==> src/rtl/regfile_sequencer.sv <==
// Command-driven initiator for a 2-read/1-write register file: IDLE -> READ -> EXEC -> WB.
// Optional condition flags (flag_z/flag_n/flag_c) are built when REGSEQ_FLAGS_EN is defined.
module regfile_sequencer #(
    parameter int DW = 16,
    parameter int AW = 5
) (
    input  logic          clk,
    input  logic          rst_n,
    input  logic          cmd_valid,
    output logic          cmd_ready,
    input  logic [2:0]    cmd_op,
    input  logic [AW-1:0] cmd_rd,
    input  logic [AW-1:0] cmd_rs1,
    input  logic [AW-1:0] cmd_rs2,
    input  logic [DW-1:0] cmd_imm,
    output logic [AW-1:0] rf_rdAddrA,
    input  logic [DW-1:0] rf_rdDataA,
    output logic [AW-1:0] rf_rdAddrB,
    input  logic [DW-1:0] rf_rdDataB,
    output logic          rf_write,
    output logic [AW-1:0] rf_wrAddr,
    output logic [DW-1:0] rf_wrData,
    output logic          done_valid,
    output logic [DW-1:0] done_data
`ifdef REGSEQ_FLAGS_EN
    ,
    output logic          flag_z,
    output logic          flag_n,
    output logic          flag_c
`endif
);

    typedef enum logic [1:0] {
        S_IDLE = 2'd0,
        S_READ = 2'd1,
        S_EXEC = 2'd2,
        S_WB   = 2'd3
    } state_t;

    localparam logic [2:0] OP_ADD  = 3'b000;
    localparam logic [2:0] OP_SUB  = 3'b001;
    localparam logic [2:0] OP_AND  = 3'b010;
    localparam logic [2:0] OP_OR   = 3'b011;
    localparam logic [2:0] OP_XOR  = 3'b100;
    localparam logic [2:0] OP_SLT  = 3'b101;
    localparam logic [2:0] OP_LI   = 3'b110;
    localparam logic [2:0] OP_ADDI = 3'b111;

    state_t          state_reg, state_next;
    logic [2:0]      op_reg;
    logic [AW-1:0]   rd_reg;
    logic [AW-1:0]   rs1_reg;
    logic [AW-1:0]   rs2_reg;
    logic [DW-1:0]   imm_reg;
    logic [DW-1:0]   opa_reg;
    logic [DW-1:0]   opb_reg;
    logic [DW-1:0]   result_reg;
    logic [DW:0]     alu_next;
    logic            accept;

    assign accept = cmd_valid && (state_reg == S_IDLE);

    always_comb begin
        state_next = state_reg;
        cmd_ready  = 1'b0;
        rf_write   = 1'b0;
        done_valid = 1'b0;
        case (state_reg)
            S_IDLE: begin
                cmd_ready = 1'b1;
                if (cmd_valid) begin
                    state_next = S_READ;
                end
            end
            S_READ: state_next = S_EXEC;
            S_EXEC: state_next = S_WB;
            S_WB: begin
                rf_write   = 1'b1;
                done_valid = 1'b1;
                state_next = S_IDLE;
            end
            default: state_next = S_IDLE;
        endcase
    end

    // Bit DW carries the unsigned carry (ADD/ADDI) or borrow (SUB); zero otherwise.
    always_comb begin
        alu_next = '0;
        case (op_reg)
            OP_ADD:  alu_next = {1'b0, opa_reg} + {1'b0, opb_reg};
            OP_SUB:  alu_next = {1'b0, opa_reg} - {1'b0, opb_reg};
            OP_AND:  alu_next = {1'b0, opa_reg & opb_reg};
            OP_OR:   alu_next = {1'b0, opa_reg | opb_reg};
            OP_XOR:  alu_next = {1'b0, opa_reg ^ opb_reg};
            OP_SLT:  alu_next = {{DW{1'b0}}, ($signed(opa_reg) < $signed(opb_reg))};
            OP_LI:   alu_next = {1'b0, imm_reg};
            OP_ADDI: alu_next = {1'b0, opa_reg} + {1'b0, imm_reg};
            default: alu_next = '0;
        endcase
    end

    always_ff @(posedge clk or negedge rst_n) begin
        if (!rst_n) begin
            state_reg  <= S_IDLE;
            op_reg     <= '0;
            rd_reg     <= '0;
            rs1_reg    <= '0;
            rs2_reg    <= '0;
            imm_reg    <= '0;
            opa_reg    <= '0;
            opb_reg    <= '0;
            result_reg <= '0;
        end else begin
            state_reg <= state_next;
            if (accept) begin
                op_reg  <= cmd_op;
                rd_reg  <= cmd_rd;
                rs1_reg <= cmd_rs1;
                rs2_reg <= cmd_rs2;
                imm_reg <= cmd_imm;
            end
            if (state_reg == S_READ) begin
                opa_reg <= rf_rdDataA;
                opb_reg <= rf_rdDataB;
            end
            if (state_reg == S_EXEC) begin
                result_reg <= alu_next[DW-1:0];
            end
        end
    end

`ifdef REGSEQ_FLAGS_EN
    logic carry_reg;

    always_ff @(posedge clk or negedge rst_n) begin
        if (!rst_n) begin
            carry_reg <= 1'b0;
            flag_z    <= 1'b0;
            flag_n    <= 1'b0;
            flag_c    <= 1'b0;
        end else begin
            if (state_reg == S_EXEC) begin
                carry_reg <= alu_next[DW];
            end
            if (state_reg == S_WB) begin
                flag_z <= (result_reg == '0);
                flag_n <= result_reg[DW-1];
                flag_c <= carry_reg;
            end
        end
    end
`else
    logic unused_carry;
    assign unused_carry = alu_next[DW];
`endif

    assign rf_rdAddrA = rs1_reg;
    assign rf_rdAddrB = rs2_reg;
    assign rf_wrAddr  = rd_reg;
    assign rf_wrData  = result_reg;
    assign done_data  = result_reg;

endmodule

==> config.mk <==
export PLATFORM = sky130hd
export DESIGN_NAME = regfile_sequencer
export DESIGN_NICKNAME = d
export VERILOG_FILES = /design/src/rtl/regfile_sequencer.sv
export SDC_FILE = /design/constraint.sdc
export NUM_CORES = 1
export LEC_CHECK = 0
export CAP_MARGIN = 0
export CORE_MARGIN = 3
export CORE_UTILIZATION = 25
export DETAILED_ROUTE_END_ITERATION = 7
export GPL_TIMING_DRIVEN = 0
export PLACE_DENSITY = 0.54
export SYNTH_ARGS = -nofsm -noshare
export SYNTH_HDL_FRONTEND = slang
export SYNTH_SLANG_ARGS = --single-unit
==> constraint.sdc <==
create_clock -name clk -period 9.45 [get_ports clk]
set_input_delay 0.945 -clock clk [delete_from_list [all_inputs] [get_ports clk]]
set_output_delay 0.945 -clock clk [all_outputs]
set_load 0.1 [all_outputs]
# [Word-level counts from Yosys, hierarchy flattened]
# Cells that the tools add are included.
[word_totals] regBits=84 input_bits=69 wordCells=35
[classes] addsub=3 n_lt_le_gt_ge=1 n_eq_ne=11 n_mux=5 bitwise_logic=3 reduce_logical=3
[ops] cell="one-hot mux 16 bit (8 select lines)" count=1
[ops] cell="adder 16 bit" count=2
[ops] cell="bitwise AND 16 bit" count=1
[ops] cell="< comparator 16 bit" count=1
[ops] cell="OR 16 bit" count=1
[ops] cell="subtractor 16 bit" count=1
[ops] cell="bitwise XOR 16 bit" count=1
[ops] cell="== test 3 bit, second input constant" count=4
[ops] cell="one-hot mux 2 bit (4 select lines)" count=1
[ops] cell="== test 3 x 2 -> 1 bit, second input constant" count=2
[ops] cell="== test 2 bit, second input constant" count=2
[ops] cell="== test 3 x 1 -> 1 bit, second input constant" count=1
[ops] cell="logical NOT 3 bit" count=1
[ops] cell="== test 2 x 1 -> 1 bit, second input constant" count=1
[ops] cell="logical NOT 2 bit" count=1
[ops] cell="two-way mux 1 bit" count=2
[ops] cell="two-way mux 2 bit" count=1
[ops] cell="inequality test 2 bit, second input constant" count=1
[ops] cell="logical AND 1 bit" count=1

# [Longest topological paths before layout]
# Gate-level depths: netlist of run 1.
[logic_depth] ltp_word=2 ltp_mapped=13 depth_no_buf=12

# [Worst setup path after synthesis of run 1]
# OpenSTA, ideal clock, no wires.
[synth_path] path_kind="reg2reg" startpoint="register op_reg[1]" endpoint="register result_reg[12] (netlist: done_data[12])" arrival_time_ns=3.017 required_ns=9.326 path_slack_ns=6.310 path_stages_with_launch=13 path_buffers=2 period_less_slack_ns=3.140 path_cell_list="dfrtp_1 > buf_2 > nand3_1 > clkbuf_1 > mux2_2 > ha_1 > a21o_1 > a21oi_1 > nand2_1 > a31oi_1 > o21ai_1 > xor2_1 > o221a_2"
[synth_between] elab_chain_len=2
[synth_rtl] item="from (decl)" line="50" rtl="logic [2:0] op_reg;"
[synth_rtl] item="from (signal assigned)" line="116" rtl="op_reg <= cmd_op;"
[synth_rtl] item="== test 3 bit (tied with other cells)" line="89" rtl="case (op_reg)"
[synth_rtl] item="one-hot mux 16 bit (8 select lines) (*)" line="89"
[synth_rtl] item="to (signal assigned)" line="127" rtl="result_reg <= alu_next[DW-1:0];"
[synth_rtl] item="to (decl)" line="57" rtl="logic [DW-1:0] result_reg;"
# Mark *: on every way between the ends. The rest lies on a longest branch, timed or not.
# A chain may end at the register's enable or synchronous reset.

# [Worst setup path after layout of run 1]
[layout_path] startpoint="register op_reg[1]" endpoint="register result_reg[14] (netlist: done_data[14])"
# The elaborated chain is that of the path after synthesis.

==> results of run 1 <==
[area by class of cell]
| cell class | count | area (µm²) |
|---|---|---|
| sequential | 84 | 2100 |
| buffer | 51 | 259 |
| clock buffer | 11 | 253 |
| tap | 324 | 405 |
| clock inverter | 3 | 46.3 |
| inverter | 65 | 244 |
| multi-input combinational | 505 | 3710 |
| fill | 2626 | 16300 |
| timing repair buffer | 119 | 1210 |
[worst reg2reg max path: stages, from the launching register on]
cell and delay [ps]:
dfrtp_1 350, buf_2 160, nand3_1 490, clkbuf_1 610, mux2_2 460, ha_1 340, a21o_1 210, a21oi_1 410
nand2_1 90, a31oi_1 380, o21bai_1 160, xnor2_1 150, a221oi_1 260
[metal layers]
| layer | routed length (µm) | GRT usage, % | vias to the layer above |
|---|---|---|---|
| li1 | - | - | 2725 |
| met1 | 10200 | 22.4 | 2659 |
| met2 | 9020 | 24.1 | 199 |
| met3 | 1420 | 2.93 | 14 |
| met4 | 300 | 3.96 | 0 |
| met5 | 0 | 0 | - |
[logic make-up (layout without fill, tap and decap cells)]
family | after synthesis | after routing | share of synthesized area (%)
AOI/OAI and AO/OA | 203 | 203 | 20.4
xor gates and xnor gates | 17 | 17 | 2.36
adders and majority gates | 69 | 69 | 13.9
buffers and inverters | 116 | 249 | 7.97
DFF | 84 | 84 | 33.3
muxes | 62 | 62 | 10.9
and+or+nand+nor | 154 | 154 | 11.1
[worst max-delay path by stage]
| stage | start | to | slack [ps] |
|---|---|---|---|
| final | op_reg[1]$_DFFE_PN0P_ | done_data[14]$_DFFE_PN0P_ | 5270 |
| after global routing | op_reg[1]$_DFFE_PN0P_ | done_data[14]$_DFFE_PN0P_ | 5030 |
| after CTS | op_reg[1]$_DFFE_PN0P_ | done_data[14]$_DFFE_PN0P_ | 5220 |
| after detailed placement | op_reg[1]$_DFFE_PN0P_ | done_data[14]$_DFFE_PN0P_ | 5250 |
| after global placement | rst_n | opa_reg[13]$_DFFE_PN0N_ | 4100 |
| after floorplan | op_reg[1]$_DFFE_PN0P_ | done_data[12]$_DFFE_PN0P_ | 6310 |
[cells in the final DEF (no fill, tap or decap), types with 3 or more instances in the layout]
master / n
nor4_1: 3
nor3_1: 8
a21oi_1: 54
xnor2_1: 11
o21bai_1: 4
ha_1: 67
a221oi_1: 7
a31oi_1: 8
inv_1: 63
clkbuf_1: 28
nand2_1: 71
o221ai_1: 5
xor2_1: 6
clkdlybuf4s50_1: 117
and2_1: 3
o21ai_1: 6
nor2b_1: 8
a21o_1: 7
nand3_1: 4
o211ai_1: 6
mux2_2: 54
nor2_1: 34
buf_4: 18
mux2i_1: 7
buf_1: 3
o22ai_1: 16
a211oi_1: 6
nand2b_1: 6
and3_1: 4
o21ai_0: 56
o21a_1: 3
buf_2: 3
clkbuf_16: 9
dfrtp_1: 84
[stage by stage]
stage / instances / worst slack [ps] / area, µm² / hold slack (ps)
finish: 1162 / 5270 / 8220 / 504
global route: 1162 / 5030 / 8220 / 530
CTS: 1162 / 5220 / 8220 / 509
detailed placement: 1148 / 5250 / 7920 / 495
global placement: 1147 / 4100 / 7900 / 486
floorplan: 705 / 6310 / 6310 / 490
==> results.py, run 1 <==
metrics = {
    "floorplanning": {
        "core_area_um2": 24500,
        "initial_core_util_pct": 25.7,
        "dieArea_um2": 27200,
        "ioPinCount": 119,
        "die_h_um": 165,
        "die_x_um": 165,
        "rows": 57,
    },
    "critical_path": {
        "r2r-start": "op_reg[1]$_DFFE_PN0P_",
        "crit_path_start_kind": "flip-flop",
        "r2r_slack_ps": 5270,
        "slowest_delay_ps": 610,
        "slowest_stage": "clkbuf_1",
        "worstSetupEndpointType": "flip-flop",
        "cp.depth": 12,
        "path_buf_inv": 2,
        "worstReg2RegEnd": "done_data[14]$_DFFE_PN0P_",
        "crit_family": "compound AO/OA/AOI/OAI gates",
        "worstSetupPathType": "flip-flop to flip-flop",
        "r2r_cells": 12,
        "crit_required_ps": 9690,
        "path_cells": "buf_2, nand3_1, clkbuf_1, mux2_2, ha_1, a21o_1, a21oi_1, nand2_1, a31oi_1, o21bai_1, xnor2_1, a221oi_1",
        "worstPathMaxFanout": 10,
        "cp.arrival_ps": 4430,
    },
    "yosys": {
        "ys_types": 63,
        "yosysWarnings": 0,
        "synth_edf_count": 0,
        "synth_top_area_share_pct": 33.3,
        "syn_avg_cell_area_um2": 8.95,
        "netlist_instances": 705,
        "ys_seq_elements": 84,
        "synthFlopType": "dfrtp_1",
        "seq_area_frac_synth_pct": 33.3,
        "synthArstFlopShare_pct": 100,
        "syn_area_um2": 6310,
        "synth_most_common_cell": "dfrtp_1",
        "syn_nets": 843,
        "synth_area_leader_cell": "dfrtp_1",
        "synthTopCellsByCount": "84 x dfrtp_1, 71 x nand2_1, 67 x ha_1, 63 x inv_1, 56 x o21ai_0",
        "synth.area.top_cells": "dfrtp_1 33%, ha_1 13%, mux2_2 9.6%",
    },
    "global_route": {
        "grt_max_degree": 56,
        "track_usage_pct": 15.6,
        "grt_overflow": 0,
        "grt_first_pass_wirelength_mm": 32.2,
        "antenna_found_initial": 0,
        "grt_pass1_vias": 5529,
    },
    "cts": {
        "ctsHoldBuffers": 0,
        "cts_tree": "built",
        "path_clk_slew_ps": 60,
        "htree_levels": 3,
        "clock_sinks": 84,
        "clk_path_buf_depth": 2,
        "root_buffer": "clkbuf_16",
        "cts_made_buffers": 9,
        "clk_latency_ps": 350,
        "cts_resized": 0,
        "cts_setup_buffers": 0,
    },
    "sta": {
        "final.setup.tns_ps": 0,
        "slew_headroom_pct": 33.8,
        "fin_skew_ps": 11.6,
        "setup_viol": 0,
        "layout_min_cycle_time_ps": 4180,
        "worst_pin_slew_ps": 990,
        "max_freq_ghz": 0.239,
        "final-max-slew-violation-count": 0,
        "fin_crit_sh_pct": 44.3,
        "finalHoldViolCount": 0,
        "rsz0062_at_grt": "no",
    },
    "route": {
        "drc_errors": 0,
        "final_antenna_net_count": 0,
        "vias": 5597,
        "routed_wl_mm": 20.9,
        "via_per_inst": 4.82,
        "wl_per_cell_um": 18.0,
        "firstDrtPassIters": 5,
        "drtIter0Drc": 334,
    },
    "hold_path": {
        "worstHoldPathCells": 1,
        "min_to": "rf_rdAddrA[1]$_DFFE_PN0P_",
        "min-delay-start": "rf_rdAddrA[1]$_DFFE_PN0P_",
        "hold_class": "flip-flop to flip-flop",
    },
    "run_status": {
        "status": "complete, no violations",
    },
    "layout": {
        "area_delta_synth_final_pct": 30.3,
        "drive_gt1_share_pct": 12.1,
        "final_nets": 973,
        "antenna_cells": 0,
        "fin_util_pct": 33.5,
    },
    "job": {
        "maxCapViolations": 0,
    },
    "placement": {
        "port_buffers": 118,
        "hpwl_mm": 16.7,
        "gp_congestion": 0.898,
    },
}
Power of run 1 is not shown: default switching activity piles up to over one toggle a cycle in this logic, so the estimate is an artifact.
==> run 2, diff against run 1 <==
Settings changed: PLACE_DENSITY 0.54 to 0.56.
Clock period 9.45 ns to 3.65 ns, I/O delays scaled along.
==> run 2 against run 1 <==
  * Global-route usage down 0.38 points
  * Maximum frequency is 21% higher
  * First-iteration DRC count rose by 33%
  * Worst hold slack lost 25 ps
  * Cell area is 0.27% higher
  * Clock skew decreased by 1.2 ps
  * Count of clock-buffer cells in the layout up 1
  * Sequential cell count unchanged
  * Largest cell class unchanged
==> results.py, run 2 (same netlist as run 1, synthesis figures left out) <==
metrics = {
    "cts": {
        "clock_sinks": 84,
        "path_clk_slew_ps": 60,
        "root_buffer": "clkbuf_16",
        "cts_setup_buffers": 0,
        "htree_levels": 3,
        "cts_made_buffers": 9,
        "clk_path_buf_depth": 2,
        "clk_latency_ps": 350,
        "cts_tree": "built",
    },
    "job": {
        "maxCapViolations": 0,
    },
    "sta": {
        "worst_pin_slew_ps": 983,
        "slew_headroom_pct": 34.3,
        "whs_ps": 480,
        "fin_skew_ps": 10.4,
        "finalHoldViolCount": 0,
        "setup_viol": 0,
        "layout_min_cycle_time_ps": 3470,
        "max_freq_ghz": 0.288,
        "rsz0062_at_grt": "no",
        "final-max-slew-violation-count": 0,
        "fin_crit_sh_pct": 95.0,
        "setup_slack_ps": 183,
    },
    "route": {
        "drtIter0Drc": 443,
        "top_layer": "met4",
        "firstDrtPassIters": 5,
        "drc_errors": 0,
        "route.met3.wl_mm": 1.44,
        "wl_met2_mm": 8.88,
        "wl_met1_mm": 9.94,
        "routed_wl_mm": 20.7,
        "final_antenna_net_count": 0,
        "vias": 5661,
        "wl_per_cell_um": 17.8,
        "via_per_inst": 4.87,
    },
    "critical_path": {
        "cp.depth": 13,
        "crit_family": "compound AO/OA/AOI/OAI gates",
        "path_cells": "buf_2, nand3_4, clkbuf_4, mux2_2, ha_1, clkbuf_1, a211oi_1, o211ai_1, nand3_1, a211o_1, o2111ai_1, o22ai_1, a21oi_1",
        "r2r-start": "op_reg[0]$_DFFE_PN0P_",
        "slowest_stage": "a211oi_1",
        "worstSetupEndpointType": "flip-flop",
        "crit_required_ps": 3870,
        "crit_path_start_kind": "flip-flop",
        "r2r_cells": 13,
        "path_buf_inv": 3,
        "crit_start": "op_reg[0]$_DFFE_PN0P_",
        "cp.arrival_ps": 3690,
        "slowest_delay_ps": 390,
        "worstSetupPathType": "flip-flop to flip-flop",
        "worstPathMaxFanout": 10,
    },
    "global_route": {
        "track_usage_pct": 15.2,
        "antenna_found_initial": 0,
        "grt_max_degree": 57,
        "grt_overflow": 0,
        "grt_first_pass_wirelength_mm": 31.6,
        "grt_pass1_vias": 5456,
    },
    "layout": {
        "final_cells": 1163,
        "final_nets": 974,
        "mostFrequentLayoutCell": "clkdlybuf4s50_1",
        "final_cell_area_um2": 8240,
        "area_delta_synth_final_pct": 30.6,
        "drive_gt1_share_pct": 12.3,
        "layout_common_cells": "117 x clkdlybuf4s50_1, 84 x dfrtp_1, 71 x nand2_1",
        "antenna_cells": 0,
    },
    "floorplanning": {
        "rows": 57,
        "die_h_um": 165,
        "die_x_um": 165,
        "core_area_um2": 24500,
        "initial_core_util_pct": 25.7,
        "ioPinCount": 119,
        "dieArea_um2": 27200,
    },
    "hold_path": {
        "hold_class": "input port to async pin",
    },
    "placement": {
        "hpwl_mm": 16.1,
        "gp_congestion": 0.943,
        "place_area_um2": 7920,
        "port_buffers": 118,
        "dp_cells": 1148,
        "dpl_worst_slack_ps": -520,
    },
    "run_status": {
        "status": "complete, no violations",
    },
}
==> run 2: per-layer routing <==
| layer | up-vias | track usage [%] |
|---|---|---|
| met5 | - | 0 |
| met4 | 0 | 5.68 |
| met3 | 26 | 2.63 |
| met2 | 241 | 22.5 |
| met1 | 2667 | 22.1 |
| li1 | 2727 | - |
==> run 2: cell type report <==
type / count / area (µm²)
buffer: 51 / 263
clock buffer: 12 / 256
clock inverter: 2 / 35.0
fill: 2567 / 16300
inverter: 65 / 244
multi-input combinational: 505 / 3720
sequential: 84 / 2100
tap: 324 / 405
timing repair buffer: 120 / 1220
==> run 2: worst register-to-register path: cells and delay by family (launching register included) <==
kind            cells  cell delay (ps)
compound gates      6             1120
fa+ha+maj           1              310
buf+inv             3              690
flops               1              360
mux                 1              370
simple gates        2              490
==> run 2: per-stage QoR <==
stage | setup TNS, ps | util (%)
after CTS | 0 | 33.6
after floorplan | 0 | -
after global placement | -88830 | 32.2
after global routing | 0 | 33.6
final | 0 | 33.6
after detailed placement | -2560 | 32.3
==> run 2: path summary, 6_finish.rpt <==
kind | end | slack, ps
setup reg to reg | done_data[15]$_DFFE_PN0P_ | 180
setup / recovery | done_data[15]$_DFFE_PN0P_ | 180
hold reg to reg | rf_wrAddr[4]$_DFFE_PN0P_ | 500
hold / removal | opb_reg[3]$_DFFE_PN0N_ | 480
max in group asynchronous | opa_reg[13]$_DFFE_PN0N_ | 2530
min in group clk | rf_wrAddr[4]$_DFFE_PN0P_ | 500
==> run 2: repair_timing <==
action,in CTS,in global routing
gates resized for setup,3,3
hold buffers,1,0
setup endpoints to repair,10,6
endpoints found under the hold margin,28,0
cloned,0,0
Power of run 2 is left out for the same reason.
==> run 3, diff against run 2 <==
Settings changed: CORE_MARGIN 3 to 2, RECOVER_POWER from default to 25.
==> run 3 against run 2 <==
  * Critical path depth decreased by 1
  * Sequential share of layout area about the same
  * Critical endpoint is now done_data[14]$_DFFE_PN0P_
  * Register-to-register slack improved by 60 ps
  * The flow now finishes with violations (capacitance limit, slew limit)
==> results.py, run 3 (same netlist as run 1, synthesis figures left out) <==
metrics = {
    "cts": {
        "clk_latency_ps": 360,
        "cts_setup_buffers": 0,
        "cts_made_buffers": 9,
        "clock_sinks": 84,
        "clk_path_buf_depth": 2,
        "root_buffer": "clkbuf_16",
        "htree_levels": 3,
        "path_clk_slew_ps": 70,
        "cts_tree": "built",
    },
    "sta": {
        "final-max-slew-violation-count": 30,
        "worst_pin_slew_ps": 1820,
        "max_freq_ghz": 0.293,
        "rsz0062_at_grt": "no",
        "slew_headroom_pct": -21.5,
        "setup_viol": 0,
        "fin_crit_sh_pct": 93.4,
        "whs_ps": 502,
        "fin_skew_ps": 14.9,
        "layout_min_cycle_time_ps": 3410,
        "finalHoldViolCount": 0,
    },
    "global_route": {
        "antenna_found_initial": 0,
        "grt_pass1_vias": 5564,
        "grt_first_pass_wirelength_mm": 32.0,
        "grt_max_degree": 56,
        "grt_overflow": 0,
        "track_usage_pct": 15.8,
    },
    "critical_path": {
        "crit_path_start_kind": "flip-flop",
        "worstReg2RegEnd": "done_data[14]$_DFFE_PN0P_",
        "r2r_slack_ps": 240,
        "worstSetupEndpointType": "flip-flop",
        "worstPathMaxFanout": 10,
        "worstSetupPathType": "flip-flop to flip-flop",
        "r2r-start": "op_reg[1]$_DFFE_PN0P_",
        "cp.arrival_ps": 3660,
        "r2r_cells": 12,
        "crit_start": "op_reg[1]$_DFFE_PN0P_",
        "crit_required_ps": 3900,
    },
    "route": {
        "drtIter0Drc": 327,
        "firstDrtPassIters": 5,
        "routed_wl_mm": 20.6,
        "wl_per_cell_um": 17.6,
        "drc_errors": 0,
        "vias": 5606,
        "final_antenna_net_count": 0,
        "via_per_inst": 4.79,
    },
    "placement": {
        "hpwl_mm": 16.3,
        "place_area_um2": 7930,
        "port_buffers": 118,
        "gp_congestion": 0.932,
    },
    "floorplanning": {
        "rows": 58,
        "dieArea_um2": 26500,
        "die_x_um": 163,
        "die_h_um": 163,
        "ioPinCount": 119,
        "core_area_um2": 25000,
        "initial_core_util_pct": 25.3,
    },
    "layout": {
        "antenna_cells": 0,
        "area_delta_synth_final_pct": 30.5,
        "mostFrequentLayoutCell": "clkdlybuf4s50_1",
        "fill_cells": 2674,
        "drive_gt1_share_pct": 12.2,
        "final_cell_area_um2": 8240,
        "final_nets": 974,
        "layout_common_cells": "117 x clkdlybuf4s50_1, 84 x dfrtp_1, 71 x nand2_1",
    },
    "run_status": {
        "status": "complete, but fails checks",
        "violations": "capacitance limit, slew limit",
    },
    "hold_path": {
        "worstHoldPathCells": 1,
        "min-delay-start": "rf_rdAddrA[2]$_DFFE_PN0P_",
        "min_to": "rf_rdAddrA[2]$_DFFE_PN0P_",
        "hold_class": "flip-flop to flip-flop",
    },
    "job": {
        "maxCapViolations": 1,
    },
}
## run 3: worst max-delay path, cell delays in order, from the launching register on
cell and delay, ps:
dfrtp_1 350, buf_2 170, nand3_4 200, clkbuf_4 300, mux2_2 390, ha_1 340
a21o_1 220, a21oi_2 270, nand2_1 80, a31oi_1 410, o21bai_1 160, xnor2_1 140
a221oi_1 260
## run 3: how the worst max path moves through the flow
| stage | end | slack (ps) | depth (start not counted) |
|---|---|---|---|
| floorplan | done_data[12]$_DFFE_PN0P_ | 510 | 12 |
| global placement | opa_reg[13]$_DFFE_PN0N_ | -1060 | 1 |
| detailed placement | done_data[14]$_DFFE_PN0P_ | -550 | 12 |
| CTS | done_data[14]$_DFFE_PN0P_ | 40 | 12 |
| global route | done_data[15]$_DFFE_PN0P_ | 50 | 13 |
| finish | done_data[14]$_DFFE_PN0P_ | 240 | 12 |
## run 3: metal layers
layer  wire, µm  track usage (%)  up-vias
met5          0                0        -
met1       9770             22.3     2649
met2       9040             24.8      214
li1           -                -     2727
met4        315             4.10        0
met3       1420             2.70       16
## run 3: timing repair
action                     4_1_cts  5_1_grt
gates resized for setup          3        3
hold endpoints to repair        29        0
hold buffers                     1        0
gates cloned                     0        0
setup endpoints to repair       10        6
## run 3: final cells by class
| cell class | count | area, µm² | share of cell area (%) |
|---|---|---|---|
| repair buffers | 120 | 1210 | 14.7 |
| clock buffers | 12 | 246 | 2.99 |
| inverters | 65 | 244 | 2.96 |
| flip-flops and latches | 84 | 2100 | 25.5 |
| clock inverters | 4 | 32.5 | 0.395 |
| plain buffers | 51 | 263 | 3.19 |
| multi-input cells | 505 | 3720 | 45.2 |
| well taps | 330 | 413 | 5.01 |
## run 3: per-stage QoR
| step | util, % | TNS [ps] | std cells | setup slack [ps] |
|---|---|---|---|---|
| after floorplan | - | 0 | 705 | 510 |
| after CTS | 33.0 | 0 | 1171 | 36.3 |
| final | 33.0 | 0 | 1171 | 241 |
| after global placement | 31.7 | -90610 | 1153 | -1060 |
| after global routing | 33.0 | 0 | 1171 | 47.4 |
| after detailed placement | 31.8 | -2690 | 1154 | -551 |
Power of run 3 is left out for the same reason.
